===== src/rtl/la_seq_sync.sv =====
// Two-flop synchronizer for the asynchronous pad/LA step and status fields.
module la_seq_sync #(
   parameter int W = 8
) (
   input  logic         clk_i,
   input  logic         rst_i,
   input  logic [W-1:0] d_i,
   output logic [W-1:0] q_o
);

   logic [W-1:0] meta_q;
   logic [W-1:0] sync_q;

   // Two register stages with synchronous clear.
   // NOTE: clocked state uses non-blocking assignments so both stages sample
   // the pre-edge values; blocking here would collapse the chain to one flop.
   always_ff @(posedge clk_i) begin
      if (rst_i) begin
         meta_q <= '0;
         sync_q <= '0;
      end else begin
         meta_q <= d_i;
         sync_q <= meta_q;
      end
   end

   assign q_o = sync_q;

endmodule


===== config.mk =====
export PLATFORM = sky130hd
export DESIGN_NAME = la_seq_sync
export DESIGN_NICKNAME = d
export VERILOG_FILES = /design/src/rtl/la_seq_sync.sv
export SDC_FILE = /design/constraint.sdc
export NUM_CORES = 1
export LEC_CHECK = 0
export BUFFER_PORTS_ARGS = -buffer_cell sky130_fd_sc_hd__buf_2
export CORE_AREA = 2 2 39 41
export DETAILED_ROUTE_END_ITERATION = 6
export DIE_AREA = 0 0 41 43
export MAX_ROUTING_LAYER = met4
export PLACE_DENSITY = 0.61
export SETUP_SLACK_MARGIN = 0.2
export SLEW_MARGIN = 20
export SYNTH_ARGS = -nofsm -noshare
export SYNTH_HDL_FRONTEND = slang
export SYNTH_SLANG_ARGS = --single-unit

===== constraint.sdc =====
create_clock -name clk_i -period 0.8 [get_ports clk_i]
set_input_delay 0 -clock clk_i [delete_from_list [all_inputs] [get_ports clk_i]]
set_output_delay 0 -clock clk_i [all_outputs]
set_load 0.01 [all_outputs]

==> results.py <==
metrics = {
    "run_status": {
        "status": "complete, but fails checks",
        "violations": "hold timing",
    },
    "floorplan": {
        "die_x_um": 41,
        "core_area_mm2": 0.00138,
        "dieArea_mm2": 0.00176,
        "initial_core_util": 0.335,
        "die_y_um": 43,
        "ioPinCount": 18,
        "rows": 14,
    },
    "cts": {
        "cts_sinks": 16,
        "clockRootBuffer": "clkbuf_4",
        "cts_tree": "done",
        "cts_buffers": 3,
        "cts_setup_buffers": 0,
        "path_clk_slew_ns": 0.08,
        "cts-hold-fix-buffers": 5,
        "clock_path_buffers": 2,
        "htreeDepth": 1,
        "clock_latency_ns": 0.27,
    },
    "global_routing": {
        "antenna_found_initial": 0,
        "first_global_vias": 258,
        "grt_pass1_wl_um": 1010,
        "grt_usage": 0.0976,
        "overflow": 0,
        "grt_max_degree": 11,
    },
    "timing": {
        "relSlewSlack": 0.882,
        "fin_skew_ns": 0.000350,
        "hold_ws_ns": -0.0624,
        "maxSlewViolCount": 0,
        "finalWorstSetupSlack_ns": 0.0920,
        "fin_setup_tns_ns": 0,
        "setup-violations-final": 0,
        "worstMarginPinSlew_ns": 0.177,
        "final.period_utilization": 0.885,
        "max_freq_mhz": 1410,
        "grt_setup_unrepaired": "yes",
        "finalHoldViolations": 3,
        "period_needed_ns": 0.708,
    },
    "critical_path": {
        "critPathCaptureType": "output port",
        "cp-start-kind": "flip-flop",
        "critical_path.max_fanout": 1,
        "critPathArrivalTime_ns": 0.71,
        "max_stage_delay_ns": 0.31,
        "critPathRequiredTime_ns": 0.80,
        "critPathKind": "reg2out",
        "critPathTopFamily": "flip-flops",
        "cp_slowest_cell": "dfxtp_2",
        "crit_chain": "buf_2",
        "cp_num_buf_inv": 1,
    },
    "layout": {
        "drive_gt1_frac": 0.621,
        "seqCellArea_um2": 323,
        "area_growth_pct": 41.0,
        "multi_input_area_um2": 133,
        "nets": 70,
        "fill_cells": 140,
        "layout.cells.most_common": "buf_2",
        "diodes": 0,
        "final_cell_mix": "buf_2 (16), dfxtp_1 (14), nor2b_2 (7)",
    },
    "power": {
        "ir_worst_vdd_mv": 0.778,
        "cellPowerDensity_mw_per_mm2": 2060,
        "p_leak_nw": 0.336,
    },
    "synthesis": {
        "ys_top_cells_by_area": "dfxtp_1 (69%), nor2b_2 (13%), and2b_2 (11%)",
        "yosys_warnings": 0,
        "syn_nets": 43,
        "syn_area_per_cell_um2": 14.1,
        "seq_area_frac_synth": 0.690,
        "ys_ff_latch": 16,
        "synth_cells": 33,
        "ys_types": 5,
        "yosys.area.top_type": "dfxtp_1",
        "syn_area_um2": 464,
        "synth_top_area_share": 0.690,
    },
    "route": {
        "drc": 0,
        "ant_nets": 0,
        "drtIter0Drc": 1,
        "avgRoutedWirePerCell_um": 8.62,
        "firstDrtPassIters": 2,
        "vias": 274,
        "wirelength_um": 638,
        "via_per_inst": 3.70,
    },
    "worst_hold_path": {
        "holdCritPathClass": "in2reg",
    },
    "placement": {
        "port_buffers": 17,
        "place_hpwl_um": 431,
        "pre_cts_slack_ns": 0.235,
        "gp_congestion": 0.629,
    },
    "job": {
        "drv_cap": 0,
    },
}
-- cells in the mapped netlist --
cell and count:
buf_6 1, and2b_2 6, nor2b_2 7, nor2b_1 3
dfxtp_1 16
-- metrics by stage --
stage | area (µm²) | instances | utilization | total power [mW] | hold slack [ns]
2_1_floorplan | 464 | 33 | - | 0.913 | 0.128
3_3_place_gp | 566 | 66 | 0.409 | 0.952 | 0.211
3_5_place_dp | 566 | 66 | 0.409 | 0.955 | 0.214
4_1_cts | 638 | 74 | 0.461 | 1.37 | -0.0701
5_1_grt | 654 | 74 | 0.473 | 1.43 | -0.0668
6_report | 654 | 74 | 0.473 | 1.35 | -0.0624
-- registers in the layout, summed over array words and instances (netlist names) --
name    count
q_o         8
meta_q      8
-- power by group --
part / switching [mW] / internal [mW]
Sequential: 0.00674 / 0.834
Combinational: 0.0406 / 0.0774
Clock: 0.217 / 0.174
Total: 0.264 / 1.09
-- worst paths after layout --
kind,from,endpoint,slack [ns],cells past startpoint
max,q_o[7],q_o[7],0.09,1
min,d_i[1],meta_q[1],-0.06,2
max reg2reg,meta_q[7],q_o[7],0.23,1
min reg2reg,meta_q[4],q_o[4],0.45,1
-- cell families (layout without fill, tap and decap cells) --
kind of cell	count (synthesis)	after routing	synth area share
flip-flops	16	16	0.690
AND/OR/NAND/NOR	16	16	0.286
buffers and inverters	1	26	0.0243
-- layout make-up --
type | instances | area share
multi-input cells | 16 | 0.203
flip-flops and latches | 16 | 0.493
clock buffers | 3 | 0.0344
well taps | 16 | 0.0306
repair buffers | 23 | 0.239
-- per-layer routing --
metal,GRT usage,part of all wire,vias up,wire (µm)
li1,-,-,148,-
met1,0.113,0.45,115,284
met2,0.113,0.45,9,288
met3,0.0157,0.071,2,45
met4,0.140,0.030,0,19
met5,-,0,-,0
-- timing repair --
item / CTS / global route
resized for setup: 0 / 6
endpoints found under the setup margin: 8 / 11
pin swaps: 0 / 0
hold endpoints to repair: 8 / 3
No activity file was read; power rests on OpenSTA's default activity.
